### src/rtl/bellman_ford_engine.sv
// Bellman-Ford shortest-path engine: sweeps every (i,j) adjacency slot per pass over a
// dual-port {pred,dist} vertex RAM, exits early on a quiet pass and ends with a negative-cycle check.
`timescale 1ns/1ps
module bellman_ford_engine #(
   parameter int NODES    = 8,
   parameter int WEIGHT_W = 32,
   parameter int PRED_W   = $clog2(NODES)
) (
   input  logic                       clk,
   input  logic                       bellman_reset_n,
   input  logic                       start,
   input  logic [PRED_W-1:0]          src,
   output logic [PRED_W-1:0]          adjmat_row_addr,
   output logic [PRED_W-1:0]          adjmat_col_addr,
   input  logic [WEIGHT_W-1:0]        adjmat_q,
   output logic [PRED_W-1:0]          vertmat_addr_a,
   output logic [PRED_W+WEIGHT_W-1:0] vertmat_data_a,
   output logic                       vertmat_we_a,
   input  logic [PRED_W+WEIGHT_W-1:0] vertmat_q_a,
   output logic [PRED_W-1:0]          vertmat_addr_b,
   output logic [PRED_W+WEIGHT_W-1:0] vertmat_data_b,
   output logic                       vertmat_we_b,
   input  logic [PRED_W+WEIGHT_W-1:0] vertmat_q_b,
   output logic                       busy,
   output logic                       done,
   output logic                       neg_cycle,
   output logic [PRED_W-1:0]          cycle_vertex,
   output logic [PRED_W:0]            passes_used
);
   localparam logic signed [WEIGHT_W-1:0] INF     = {1'b0, {(WEIGHT_W-1){1'b1}}};
   localparam logic signed [WEIGHT_W-1:0] NEG_MIN = {1'b1, {(WEIGHT_W-1){1'b0}}};
   localparam logic [PRED_W-1:0]          LAST    = PRED_W'(NODES - 1);
   localparam logic [PRED_W-1:0]          ONE     = PRED_W'(1);
   localparam logic [PRED_W:0]            LAST_PASS = (PRED_W+1)'(NODES - 1);
   localparam logic [PRED_W:0]            PASS_ONE  = (PRED_W+1)'(1);

   typedef enum logic [3:0] {
      S_IDLE, S_INIT, S_READ, S_WAIT, S_RELAX, S_PASS_END,
      S_CHK_READ, S_CHK_WAIT, S_CHECK, S_DONE
   } state_t;

   state_t              state, state_nxt;
   logic [PRED_W-1:0]   i_q, i_nxt, j_q, j_nxt, k_q, k_nxt, src_q, src_nxt;
   logic [PRED_W-1:0]   cv_nxt;
   logic [PRED_W:0]     passes_nxt;
   logic                upd_q, upd_nxt, neg_nxt;

   logic signed [WEIGHT_W-1:0] e, svw, dvw, sum_sat, init_dist;
   logic signed [WEIGHT_W:0]   sum_wide;
   logic                       relax_ok, last_j, last_slot;
   logic                       unused_pred;

   assign e         = adjmat_q;
   assign svw       = vertmat_q_a[WEIGHT_W-1:0];
   assign dvw       = vertmat_q_b[WEIGHT_W-1:0];
   assign unused_pred = ^{vertmat_q_a[PRED_W+WEIGHT_W-1:WEIGHT_W], vertmat_q_b[PRED_W+WEIGHT_W-1:WEIGHT_W]};

   // One extra bit catches overflow; the two top bits disagree exactly when the sum left range.
   assign sum_wide  = {svw[WEIGHT_W-1], svw} + {e[WEIGHT_W-1], e};
   assign sum_sat   = (sum_wide[WEIGHT_W] != sum_wide[WEIGHT_W-1]) ?
                      (sum_wide[WEIGHT_W] ? NEG_MIN : INF) : sum_wide[WEIGHT_W-1:0];
   assign relax_ok  = (e != '0) && (svw != INF) && (sum_sat < dvw);
   assign last_j    = (j_q == LAST);
   assign last_slot = last_j && (i_q == LAST);
   assign init_dist = (k_q == src_q) ? '0 : INF;

   assign adjmat_row_addr = i_q;
   assign adjmat_col_addr = j_q;
   assign vertmat_addr_a  = (state == S_INIT) ? k_q : i_q;
   assign vertmat_addr_b  = j_q;
   assign vertmat_we_a    = (state == S_INIT);
   assign vertmat_data_a  = vertmat_we_a ? {k_q, init_dist} : '0;
   assign vertmat_we_b    = (state == S_RELAX) && relax_ok;
   assign vertmat_data_b  = vertmat_we_b ? {i_q, sum_sat} : '0;
   assign busy            = (state != S_IDLE) && (state != S_DONE);
   assign done            = (state == S_DONE);

   always_comb begin
      state_nxt  = state;
      i_nxt      = i_q;
      j_nxt      = j_q;
      k_nxt      = k_q;
      src_nxt    = src_q;
      upd_nxt    = upd_q;
      passes_nxt = passes_used;
      neg_nxt    = neg_cycle;
      cv_nxt     = cycle_vertex;
      case (state)
         S_IDLE, S_DONE: begin
            if (start) begin
               src_nxt    = src;
               passes_nxt = '0;
               neg_nxt    = 1'b0;
               cv_nxt     = '0;
               k_nxt      = '0;
               state_nxt  = S_INIT;
            end
         end
         S_INIT: begin
            k_nxt = k_q + ONE;
            if (k_q == LAST) begin
               k_nxt     = '0;
               i_nxt     = '0;
               j_nxt     = '0;
               upd_nxt   = 1'b0;
               state_nxt = S_READ;
            end
         end
         S_READ:     state_nxt = S_WAIT;
         S_WAIT:     state_nxt = S_RELAX;
         S_RELAX: begin
            if (relax_ok) upd_nxt = 1'b1;
            if (last_slot) begin
               state_nxt = S_PASS_END;
            end else begin
               j_nxt     = last_j ? '0 : j_q + ONE;
               i_nxt     = last_j ? i_q + ONE : i_q;
               state_nxt = S_READ;
            end
         end
         S_PASS_END: begin
            passes_nxt = passes_used + PASS_ONE;
            i_nxt      = '0;
            j_nxt      = '0;
            if (!upd_q || (passes_used + PASS_ONE) == LAST_PASS) begin
               state_nxt = S_CHK_READ;
            end else begin
               upd_nxt   = 1'b0;
               state_nxt = S_READ;
            end
         end
         S_CHK_READ: state_nxt = S_CHK_WAIT;
         S_CHK_WAIT: state_nxt = S_CHECK;
         S_CHECK: begin
            if (relax_ok) begin
               neg_nxt   = 1'b1;
               cv_nxt    = j_q;
               state_nxt = S_DONE;
            end else if (last_slot) begin
               state_nxt = S_DONE;
            end else begin
               j_nxt     = last_j ? '0 : j_q + ONE;
               i_nxt     = last_j ? i_q + ONE : i_q;
               state_nxt = S_CHK_READ;
            end
         end
         default:    state_nxt = S_IDLE;
      endcase
   end

   always_ff @(posedge clk) begin
      if (!bellman_reset_n) begin
         state        <= S_IDLE;
         i_q          <= '0;
         j_q          <= '0;
         k_q          <= '0;
         src_q        <= '0;
         upd_q        <= 1'b0;
         passes_used  <= '0;
         neg_cycle    <= 1'b0;
         cycle_vertex <= '0;
      end else begin
         state        <= state_nxt;
         i_q          <= i_nxt;
         j_q          <= j_nxt;
         k_q          <= k_nxt;
         src_q        <= src_nxt;
         upd_q        <= upd_nxt;
         passes_used  <= passes_nxt;
         neg_cycle    <= neg_nxt;
         cycle_vertex <= cv_nxt;
      end
   end
endmodule

### config.mk
export PLATFORM = sky130hd
export DESIGN_NAME = bellman_ford_engine
export DESIGN_NICKNAME = d
export VERILOG_FILES = /design/src/rtl/bellman_ford_engine.sv
export SDC_FILE = /design/constraint.sdc
export NUM_CORES = 1
export LEC_CHECK = 0
export CAP_MARGIN = 20
export CORE_MARGIN = 2
export CORE_UTILIZATION = 35
export DETAILED_ROUTE_END_ITERATION = 10
export HOLD_SLACK_MARGIN = 0.03
export PLACE_DENSITY = 0.68
export RECOVER_POWER = 25
export SYNTH_ARGS = -nofsm -noshare
export SYNTH_HDL_FRONTEND = slang
export SYNTH_SLANG_ARGS = --single-unit
### constraint.sdc
create_clock -name clk -period 13.6 [get_ports clk]
set_input_delay 2.72 -clock clk [delete_from_list [all_inputs] [get_ports clk]]
set_output_delay 2.72 -clock clk [all_outputs]
set_load 0.02 [all_outputs]
==> flow_metrics.py, run 1 <==
metrics = {
    "yosys": {
        "synth_cells": 678,
        "synth_largest_type_area_fraction": 0.1891,
        "async_flop_share": 0,
        "mappedNetlistNets": 860,
        "syn-mean-instance-area_um2": 7.125,
        "synth_enable_flop_cells": 0,
        "synth.lib_cells_used.distinct": 65,
        "synth_area_leader_cell": "sky130_fd_sc_hd__ha_1",
        "synth_common_cells": "73 x sky130_fd_sc_hd__ha_1, 57 x sky130_fd_sc_hd__nand2_1, 57 x sky130_fd_sc_hd__o21ai_0, 47 x sky130_fd_sc_hd__inv_1, 46 x sky130_fd_sc_hd__a21oi_1",
        "post_synth_instance_area_um2": 4831,
        "ys_seq_area_frac": 0.1036,
        "ys_seq_elements": 25,
        "synthTopCellsByArea": "sky130_fd_sc_hd__ha_1 19%, sky130_fd_sc_hd__dfxtp_1 10%, sky130_fd_sc_hd__o21ai_0 5.9%, sky130_fd_sc_hd__buf_4 5.4%, sky130_fd_sc_hd__a21oi_1 4.8%",
        "synth_ff_type": "sky130_fd_sc_hd__dfxtp_1",
        "synthMostInstantiatedCell": "sky130_fd_sc_hd__ha_1",
        "yosys_warnings": 0,
    },
    "critical_path": {
        "critical_path.max_fanout": 23,
        "path_depth_of_the_worst_reg2reg_path": 6,
        "worstSetupEndpointType": "primary output",
        "r2r-end": "adjmat_col_addr[0]",
        "reg2reg_from": "state[3]",
        "timing.critical_path.mode_cell": "sky130_fd_sc_hd__o21ai_0",
        "crit_path_dat_ns": 10.27,
        "crit_path_top_delay_cell": "sky130_fd_sc_hd__clkdlybuf4s50_1",
        "crit_required_ns": 10.88,
        "slack_of_the_worst_reg_to_reg_path_ns": 11.17,
        "setup.worst_path.class": "in -> out",
        "cpPeakStageDelay_ns": 0.66,
        "critPathLaunchType": "input port",
    },
    "sta": {
        "max_slew.worst_pin.slew_ns": 1.027,
        "period_needed_ns": 12.99,
        "finalClockSkew_ns": 0.005702,
        "report.final.slew_viol_count": 0,
        "setup_tns_final_ns": 0,
        "setup_violations": 0,
        "rsz0062_at_grt": "false",
        "report.final.hold_viol_count": 0,
        "hold_ws_ns": 0.4691,
        "maxClockFrequency_mhz": 76.96,
        "crit_share_post_route": 0.9555,
        "worst_slew_margin_rel": 0.3133,
    },
    "cts": {
        "clock_tree_from_tritoncts": "yes",
        "cts.path.max_buffers": 2,
        "clk_pin_slew_worst_paths_ns": 0.07,
        "clk_root_buffer_cell": "sky130_fd_sc_hd__clkbuf_16",
        "cts_made_buffers": 3,
        "ctsResizeCount": 0,
        "cts.sinks": 25,
        "htreeDepth": 1,
        "clk_latency_worst_skew_pair_ns": 0.26,
        "holdBufCountCts": 0,
        "post-cts-setup-buffer-count": 0,
    },
    "global_routing": {
        "grt_antenna_before_repair": 1,
        "grt_overflow_total": 0,
        "grt_use_total": 0.2008,
        "grt_start_max_net_pins": 34,
        "first_pass_grt_wire_length_mm": 24.26,
        "grt_pass1_vias": 5031,
    },
    "min_path": {
        "worstHoldStart": "neg_cycle",
        "hold_class": "reg -> reg",
        "hold-path-endpoint": "neg_cycle",
        "hold-path-cell-count": 2,
    },
    "pwr": {
        "vdd_drop_max_uv": 46.01,
        "total_leakage_power_nw": 2.858,
        "power.density_nw_per_um2": 101.8,
    },
    "floorplan": {
        "core-area_um2": 13350,
        "floorplan.die_area_um2": 14760,
        "std_cell_rows": 42,
        "ios": 202,
        "starting_density_of_the_core": 0.3619,
        "die_h_um": 121.5,
        "die_w_um": 121.5,
    },
    "run_status": {
        "outcome": "completed",
    },
    "placement": {
        "place.port_buffers": 194,
        "placed_cell_area_um2": 6649,
        "gpl.final_weighted_congestion": 0.9461,
        "place_hpwl_mm": 12.96,
    },
    "final_layout": {
        "fin_area_um2": 6751,
        "synthToLayoutAreaGrowth_pct": 39.76,
        "post-route-util": 0.5058,
        "fillCellCount": 1345,
        "finish.net_count": 1004,
        "layout-drive-gt1-share": 0.02801,
    },
    "drt": {
        "detail_route.iter0.violations": 202,
        "wirelength_mm": 15.16,
        "drcViolationCount": 0,
        "dr.pass1.iters": 5,
        "avgRoutedWirePerCell_um": 15.19,
        "routed-via-count": 5293,
        "routed_via_density": 5.304,
        "drt_antenna_net_count": 0,
    },
    "flow_run": {
        "maxCapViolCount": 0,
    },
}
## logic make-up (layout without fill, tap and decap cells)
group | count (synthesis) | count (layout) | share of synthesized area
AOI/OAI and AO/OA | 184 | 184 | 0.2372
buffers and inverters | 108 | 251 | 0.1168
xor gates and xnor gates | 33 | 33 | 0.05983
muxes | 9 | 9 | 0.01968
and+or+nand+nor | 244 | 244 | 0.2688
DFF | 25 | 25 | 0.1036
other | 1 | 2 | 0.0007763
adders and majority gates | 74 | 74 | 0.1932
## per-stage QoR
step / power (mW) / setup slack [ns] / instances
global placement: 0.6132 / 0.4788 / 992
CTS: 0.6877 / 0.4881 / 996
floorplan: 0.4695 / 2.641 / 678
global route: 0.7559 / 0.01746 / 998
finish: 0.6870 / 0.6058 / 998
detailed placement: 0.6186 / 0.4965 / 992
## cells in the final DEF (no fill, tap or decap), types with 9 or more instances in the layout
master | netlist | layout
sky130_fd_sc_hd__nor3_1 | 13 | 13
sky130_fd_sc_hd__xor2_1 | 15 | 15
sky130_fd_sc_hd__nand2_1 | 57 | 56
sky130_fd_sc_hd__dlygate4sd3_1 | 0 | 20
sky130_fd_sc_hd__a21boi_0 | 10 | 10
sky130_fd_sc_hd__o21ai_0 | 57 | 57
sky130_fd_sc_hd__dfxtp_1 | 25 | 25
sky130_fd_sc_hd__a21oi_1 | 46 | 46
sky130_fd_sc_hd__nand2b_1 | 9 | 9
sky130_fd_sc_hd__nand3_1 | 31 | 31
sky130_fd_sc_hd__ha_1 | 73 | 73
sky130_fd_sc_hd__nor2_1 | 28 | 28
sky130_fd_sc_hd__clkdlybuf4s50_1 | 0 | 174
sky130_fd_sc_hd__nor4_1 | 14 | 14
sky130_fd_sc_hd__inv_1 | 47 | 47
sky130_fd_sc_hd__nor2b_1 | 29 | 29
sky130_fd_sc_hd__nand4_1 | 22 | 22
sky130_fd_sc_hd__xnor2_1 | 18 | 18
## layer usage
layer / vias up / track usage / part of all wire
met1: 2393 / 0.2637 / 0.45
li1: 2715 / - / -
met2: 169 / 0.3546 / 0.48
met3: 16 / 0.02162 / 0.057
met5: - / 0 / 0
met4: 0 / 0.04095 / 0.014
## report_power, final
group | total [mW] | internal (mW) | switching, mW
logic | 0.530 | 0.237 | 0.293
registers | 0.0894 | 0.0785 | 0.0108
clock network | 0.0673 | 0.0399 | 0.0273
## state kept, by name (all words and copies together), names as in the netlist
signal,count
src_q,3
neg_cycle,1
cycle_vertex,3
k_q,3
passes_used,4
state,4
adjmat_col_addr,3
adjmat_row_addr,3
upd_q,1
## critical path, delay by kind of cell
family / cells / cell delay, ns
simple gates: 6 / 1.40
xor+xnor: 2 / 0.23
buf+inv: 5 / 1.83
fa+ha+maj: 3 / 1.04
compound gates: 13 / 3.02
## cell type report
cell class / instances / area (µm²) / area share
clock inverters: 1 / 7.507 / 0.001112
flip-flops and latches: 25 / 500.5 / 0.07413
well taps: 176 / 220.2 / 0.03262
multi-input cells: 545 / 3775 / 0.5591
inverters: 47 / 176.4 / 0.02613
clock buffers: 3 / 75.07 / 0.01112
diodes: 1 / 2.502 / 0.0003706
repair buffers: 200 / 1994 / 0.2954
## worst max path at each step
stage / depth (start not counted) / endpoint / from
2_1_floorplan: 26 / vertmat_data_b[0] / adjmat_q[2]
3_3_place_gp: 29 / vertmat_data_b[19] / vertmat_q_a[2]
3_5_place_dp: 28 / vertmat_data_b[0] / vertmat_q_a[2]
4_1_cts: 28 / vertmat_data_b[0] / vertmat_q_a[2]
5_1_grt: 29 / vertmat_data_b[20] / adjmat_q[2]
6_report: 29 / vertmat_data_b[0] / adjmat_q[3]
(Power assumes the default switching activity.)
==> run 2, diff against run 1 <==
Settings changed: CORE_ASPECT_RATIO set to 1.4, CORE_MARGIN 2 to not set.
==> run 2 against run 1 <==
  * Power is 2.4% lower
  * Clock skew shrank 0.0038 ns
  * Largest cell class unchanged
  * Critical path depth decreased by 3
  * Sequential cell count stayed put
  * Via count grew 0.77%
  * Non-clock buffer count fell by 2
  * First-iteration DRC count shrank 31%
==> flow_metrics.py, run 2 (same netlist as run 1, synthesis figures left out) <==
metrics = {
    "sta": {
        "max_slew.worst_pin.slew_ns": 1.063,
        "setup_tns_final_ns": 0,
        "rsz0062_at_grt": "false",
        "report.final.hold_viol_count": 0,
        "finalClockSkew_ns": 0.001924,
        "period_needed_ns": 12.93,
        "report.final.slew_viol_count": 0,
        "maxClockFrequency_mhz": 77.34,
        "crit_share_post_route": 0.9507,
        "setup_violations": 0,
        "worst_slew_margin_rel": 0.2888,
    },
    "pwr": {
        "vdd_drop_max_uv": 58.17,
        "total_leakage_power_nw": 2.853,
        "p_total_mw": 0.6705,
        "pwr-share-comb": 0.770,
        "seq_power_share": 0.133,
        "clockPowerShare": 0.097,
        "power.internal_mw": 0.3492,
        "power.density_nw_per_um2": 99.56,
        "power.switching_fraction": 0.4791,
        "power.switching_mw": 0.3213,
    },
    "critical_path": {
        "slack_of_the_worst_reg_to_reg_path_ns": 11.22,
        "setup.worst_path.class": "in -> out",
        "cp-endpoint": "vertmat_data_b[7]",
        "crit_required_ns": 10.88,
        "worstSetupEndpointType": "primary output",
        "reg2reg_from": "state[3]",
        "crit_path_dat_ns": 10.21,
        "path_depth_of_the_worst_reg2reg_path": 6,
        "critical_path.max_fanout": 31,
        "r2r-end": "adjmat_row_addr[2]",
        "worstSetupStartpoint": "adjmat_q[3]",
        "critPathLaunchType": "input port",
    },
    "global_routing": {
        "first_pass_grt_wire_length_mm": 23.78,
        "grt_antenna_before_repair": 0,
        "grt_overflow_total": 0,
        "grt_use_total": 0.2042,
        "grt_start_max_net_pins": 34,
        "grt_pass1_vias": 5113,
    },
    "drt": {
        "routed_via_density": 5.329,
        "wirelength_mm": 14.72,
        "dr.pass1.iters": 5,
        "routed-via-count": 5334,
        "drt_antenna_net_count": 0,
        "detail_route.iter0.violations": 139,
        "drcViolationCount": 0,
        "avgRoutedWirePerCell_um": 14.71,
    },
    "cts": {
        "clk_latency_worst_skew_pair_ns": 0.26,
        "holdBufCountCts": 0,
        "post-cts-setup-buffer-count": 0,
        "clk_root_buffer_cell": "sky130_fd_sc_hd__clkbuf_16",
        "cts.sinks": 25,
        "cts_made_buffers": 3,
        "clock_tree_from_tritoncts": "yes",
        "htreeDepth": 1,
        "clk_pin_slew_worst_paths_ns": 0.06,
        "cts.path.max_buffers": 2,
    },
    "final_layout": {
        "post-route-util": 0.5007,
        "layout-drive-gt1-share": 0.02564,
        "diodes": 0,
        "mostFrequentLayoutCells": "174 x sky130_fd_sc_hd__clkdlybuf4s50_1, 73 x sky130_fd_sc_hd__ha_1, 57 x sky130_fd_sc_hd__o21ai_0, 56 x sky130_fd_sc_hd__nand2_1, 47 x sky130_fd_sc_hd__inv_1",
        "sequential_cell_area_um2": 500.5,
        "synthToLayoutAreaGrowth_pct": 39.42,
        "layout_top_registers": "passes_used (4), state (4)",
        "finish.net_count": 1002,
        "total_area_of_multi_input_combinational_cells_um2": 3775,
        "mostFrequentLayoutCell": "sky130_fd_sc_hd__clkdlybuf4s50_1",
        "fillCellCount": 1351,
    },
    "floorplan": {
        "core-area_um2": 13450,
        "floorplan.die_area_um2": 14280,
        "die_w_um": 101.3,
        "ios": 202,
        "starting_density_of_the_core": 0.3592,
        "die_h_um": 141.0,
        "std_cell_rows": 50,
    },
    "min_path": {
        "worstHoldStart": "neg_cycle",
        "hold-path-cell-count": 2,
        "hold_class": "reg -> reg",
    },
    "flow_run": {
        "maxCapViolCount": 0,
    },
    "placement": {
        "place_hpwl_mm": 12.60,
        "place.port_buffers": 194,
        "gpl.final_weighted_congestion": 0.9613,
    },
    "run_status": {
        "outcome": "completed",
    },
}
==> run 2: cell count changes in the layout (fill, tap and decap cells not counted) <==
| cell | delta |
|---|---|
| sky130_fd_sc_hd__buf_8 | -1 |
| sky130_fd_sc_hd__buf_4 | -2 |
| sky130_fd_sc_hd__clkinv_2 | +1 |
| sky130_fd_sc_hd__buf_6 | +1 |
| sky130_fd_sc_hd__and2_1 | +1 |
| sky130_fd_sc_hd__and2_0 | -1 |
| sky130_fd_sc_hd__diode_2 | -1 |
| sky130_fd_sc_hd__clkinvlp_4 | -1 |
==> run 2: worst max-delay path: stages <==
cell	delay, ns
sky130_fd_sc_hd__clkdlybuf4s50_1	0.43
sky130_fd_sc_hd__ha_1	0.37
sky130_fd_sc_hd__o21ai_0	0.13
sky130_fd_sc_hd__o21ai_0	0.35
sky130_fd_sc_hd__nand4b_1	0.23
sky130_fd_sc_hd__a211oi_1	0.52
sky130_fd_sc_hd__o21ai_0	0.24
sky130_fd_sc_hd__a31oi_1	0.35
sky130_fd_sc_hd__nand3_1	0.12
sky130_fd_sc_hd__o2bb2ai_1	0.20
sky130_fd_sc_hd__xnor2_1	0.16
sky130_fd_sc_hd__ha_1	0.38
sky130_fd_sc_hd__nand2_1	0.19
sky130_fd_sc_hd__nand2_2	0.32
sky130_fd_sc_hd__o21ai_0	0.22
sky130_fd_sc_hd__ha_1	0.35
sky130_fd_sc_hd__and4_1	0.23
sky130_fd_sc_hd__a221o_1	0.36
sky130_fd_sc_hd__a211o_1	0.32
sky130_fd_sc_hd__nor3_1	0.17
sky130_fd_sc_hd__a21o_2	0.20
sky130_fd_sc_hd__xor2_1	0.37
sky130_fd_sc_hd__nand3b_1	0.18
sky130_fd_sc_hd__buf_4	0.32
sky130_fd_sc_hd__and2b_1	0.22
sky130_fd_sc_hd__clkdlybuf4s50_1	0.55
==> run 2: layout make-up <==
type | count | share of cell area
Clock inverter | 1 | 0.0007431
Inverter | 47 | 0.02619
Timing Repair Buffer | 198 | 0.2933
Multi-Input combinational cell | 545 | 0.5605
Tap cell | 182 | 0.03381
Sequential cell | 25 | 0.07431
Clock buffer | 3 | 0.01115
==> run 2: repair_timing <==
| item | CTS | global route |
|---|---|---|
| hold endpoints to repair | 0 | 0 |
| endpoints found under the setup margin | 0 | 5 |
| gates resized for setup | 0 | 1 |
==> run 2: through the flow <==
| stage | hold WS (ns) | instance area, µm² | worst slack [ns] | cells |
|---|---|---|---|---|
| after floorplan | 0.4912 | 4831 | 2.641 | 678 |
| after global placement | 0.4546 | 6641 | 0.5392 | 996 |
| after detailed placement | 0.4613 | 6641 | 0.4986 | 996 |
| after CTS | 0.4703 | 6721 | 0.4788 | 1000 |
| after global routing | 0.4841 | 6735 | 0.1450 | 1001 |
| final | 0.4612 | 6735 | 0.6703 | 1001 |
==> run 2: worst min path at each step <==
stage | endpoint | slack (ns)
after global routing | neg_cycle | 0.48
after detailed placement | neg_cycle | 0.46
after CTS | neg_cycle | 0.47
after floorplan | k_q[1] | 0.49
after global placement | neg_cycle | 0.45
final | neg_cycle | 0.46
==> run 2: power groups by stage <==
stage	combinational [mW]	clock, mW	sequential, mW
floorplan	0.386	0	0.0836
global placement	0.510	0	0.0909
detailed placement	0.517	0	0.0909
CTS	0.519	0.0663	0.0892
global route	0.580	0.0704	0.0906
finish	0.516	0.0651	0.0892
==> run 2: layer usage <==
layer | global-route usage | vias up | wire length [µm]
met4 | 0.04195 | 0 | 189
met5 | 0 | - | 0
met3 | 0.01091 | 14 | 703
met2 | 0.4078 | 183 | 7934
li1 | - | 2714 | -
met1 | 0.2314 | 2423 | 5896
==> run 3, diff against run 2 <==
Settings changed: REMOVE_ABC_BUFFERS set to 1.
==> run 3 against run 2 <==
  * Worst hold slack gained 0.0011 ns
  * Fmax shrank 0.31%
  * Global-route usage shrank 0.25 points
  * Power grew 0.43%
  * Critical endpoint is now vertmat_data_b[10]
  * Clock power grew 4.9%
==> flow_metrics.py, run 3 (same netlist as run 1, synthesis figures left out) <==
metrics = {
    "cts": {
        "clk_pin_slew_worst_paths_ns": 0.07,
        "post-cts-setup-buffer-count": 0,
        "clk_latency_worst_skew_pair_ns": 0.26,
        "cts.path.max_buffers": 2,
        "cts_made_buffers": 3,
        "ctsResizeCount": 0,
        "cts.sinks": 25,
        "clock_tree_from_tritoncts": "yes",
        "holdBufCountCts": 0,
        "clk_root_buffer_cell": "sky130_fd_sc_hd__clkbuf_16",
        "htreeDepth": 1,
    },
    "critical_path": {
        "cell_type_group_with_the_largest_total_delay_on_the_critical_path": "compound AO/OA/AOI/OAI gates",
        "cpPeakStageDelay_ns": 0.53,
        "critPathLaunchType": "input port",
        "setup.worst_path.class": "in -> out",
        "slack_of_the_worst_reg_to_reg_path_ns": 11.16,
        "timing.critical_path.mode_cell": "sky130_fd_sc_hd__o21ai_0",
        "r2r-end": "adjmat_row_addr[0]",
        "worstSetupEndpointType": "primary output",
        "reg2reg_from": "state[3]",
        "critical_path.max_fanout": 34,
        "path_depth_of_the_worst_reg2reg_path": 6,
        "bufs_and_invs_on_worst_path": 5,
        "worstSetupStartpoint": "adjmat_q[2]",
        "crit_required_ns": 10.88,
        "crit_path_top_delay_cell": "sky130_fd_sc_hd__clkdlybuf4s50_1",
        "crit_path_dat_ns": 10.25,
    },
    "final_layout": {
        "finalNonFillerCells": 1002,
        "mostFrequentLayoutCells": "174 x sky130_fd_sc_hd__clkdlybuf4s50_1, 73 x sky130_fd_sc_hd__ha_1, 57 x sky130_fd_sc_hd__nand2_1, 57 x sky130_fd_sc_hd__o21ai_0, 47 x sky130_fd_sc_hd__inv_1",
        "fillCellCount": 1346,
        "finish.net_count": 1003,
        "mostFrequentLayoutCell": "sky130_fd_sc_hd__clkdlybuf4s50_1",
        "post-route-util": 0.5019,
        "diodes": 0,
        "layout_top_registers": "passes_used (4), state (4)",
        "synthToLayoutAreaGrowth_pct": 39.73,
        "layout-drive-gt1-share": 0.02561,
    },
    "pwr": {
        "power.switching_mw": 0.3250,
        "power.density_nw_per_um2": 99.77,
        "vdd_drop_max_uv": 64.32,
        "power.switching_fraction": 0.4826,
        "seq_power_share": 0.133,
        "power.internal_mw": 0.3484,
        "pwr-share-comb": 0.766,
        "p_total_mw": 0.6734,
        "clockPowerShare": 0.101,
        "total_leakage_power_nw": 2.855,
    },
    "floorplan": {
        "die_h_um": 141.0,
        "die_w_um": 101.3,
        "starting_density_of_the_core": 0.3592,
        "ios": 202,
        "floorplan.die_area_um2": 14280,
        "std_cell_rows": 50,
        "core-area_um2": 13450,
    },
    "global_routing": {
        "grt_start_max_net_pins": 35,
        "grt_use_total": 0.2018,
        "grt_pass1_vias": 4876,
        "first_pass_grt_wire_length_mm": 23.30,
        "grt_antenna_before_repair": 0,
        "grt_overflow_total": 0,
    },
    "sta": {
        "rsz0062_at_grt": "false",
        "max_slew.worst_pin.slew_ns": 0.6718,
        "period_needed_ns": 12.97,
        "worst_slew_margin_rel": 0.5509,
        "crit_share_post_route": 0.9537,
        "report.final.slew_viol_count": 0,
        "report.final.hold_viol_count": 0,
        "maxClockFrequency_mhz": 77.10,
        "finalClockSkew_ns": 0.003547,
        "setup_tns_final_ns": 0,
        "setup_violations": 0,
    },
    "min_path": {
        "worstHoldStart": "neg_cycle",
        "hold_class": "reg -> reg",
        "hold-path-endpoint": "neg_cycle",
        "hold-path-cell-count": 2,
    },
    "drt": {
        "drcViolationCount": 0,
        "routed-via-count": 5341,
        "dr.pass1.iters": 4,
        "drt_antenna_net_count": 0,
        "avgRoutedWirePerCell_um": 15.00,
        "routed_via_density": 5.330,
        "wirelength_mm": 15.03,
        "detail_route.iter0.violations": 159,
    },
    "placement": {
        "place.port_buffers": 194,
        "place_inst": 996,
        "place_hpwl_mm": 12.61,
        "gpl.final_weighted_congestion": 0.9950,
    },
    "run_status": {
        "outcome": "completed",
    },
    "flow_run": {
        "maxCapViolCount": 0,
    },
}
==> run 3: cell types whose count changed in the layout (fill, tap and decap cells not counted) <==
cell,delta
sky130_fd_sc_hd__clkinv_2,-1
sky130_fd_sc_hd__clkinvlp_4,+1
sky130_fd_sc_hd__buf_8,+1
sky130_fd_sc_hd__nand2_1,+1
sky130_fd_sc_hd__nand2_2,-1
sky130_fd_sc_hd__and2_1,-1
sky130_fd_sc_hd__and2_0,+1
==> run 3: tightest hold or removal path: cells and delay by family, from the launching register on <==
kind            cells  cell delay, ns
flops               1            0.31
compound gates      1            0.06
simple gates        1            0.05
==> run 3: final cells by class <==
| class | instances | area [µm²] | share of cell area |
|---|---|---|---|
| Timing Repair Buffer | 199 | 1991 | 0.2949 |
| Sequential cell | 25 | 500.5 | 0.07414 |
| Clock buffer | 3 | 75.07 | 0.01112 |
| Clock inverter | 1 | 7.507 | 0.001112 |
| Multi-Input combinational cell | 545 | 3772 | 0.5589 |
| Tap cell | 182 | 227.7 | 0.03373 |
| Inverter | 47 | 176.4 | 0.02614 |
==> run 3: per-layer routing <==
layer	part of all wire	global-route usage	wire length, µm	vias up
li1	-	-	-	2717
met1	0.40	0.2275	5981	2444
met2	0.54	0.4046	8190	164
met3	0.040	0.004462	602	16
met4	0.017	0.05034	257	0
met5	0	0	0	-
==> run 3: metrics by stage <==
| stage | cell area [µm²] | setup WS [ns] | hold WS, ns |
|---|---|---|---|
| finish | 6750 | 0.6300 | 0.4623 |
| global route | 6750 | 0.003056 | 0.4895 |
| CTS | 6724 | 0.7032 | 0.4759 |
| detailed placement | 6641 | 0.6995 | 0.4662 |
| global placement | 6641 | 0.7646 | 0.4616 |
| floorplan | 4443 | 0.6137 | 0.4912 |
==> run 3: worst max path at each step <==
stage / endpoint / depth (start not counted)
floorplan: vertmat_data_a[0] / 2
global placement: vertmat_data_b[10] / 29
detailed placement: vertmat_data_b[10] / 29
CTS: vertmat_data_b[10] / 29
global route: vertmat_data_b[6] / 29
finish: vertmat_data_b[10] / 29
==> run 3: power groups by stage <==
stage | logic [mW] | clock network (mW) | registers, mW
floorplan | 0.328 | 0 | 0.0882
global placement | 0.509 | 0 | 0.0909
detailed placement | 0.514 | 0 | 0.0906
CTS | 0.516 | 0.0689 | 0.0891
global route | 0.575 | 0.0716 | 0.0906
finish | 0.516 | 0.0683 | 0.0892
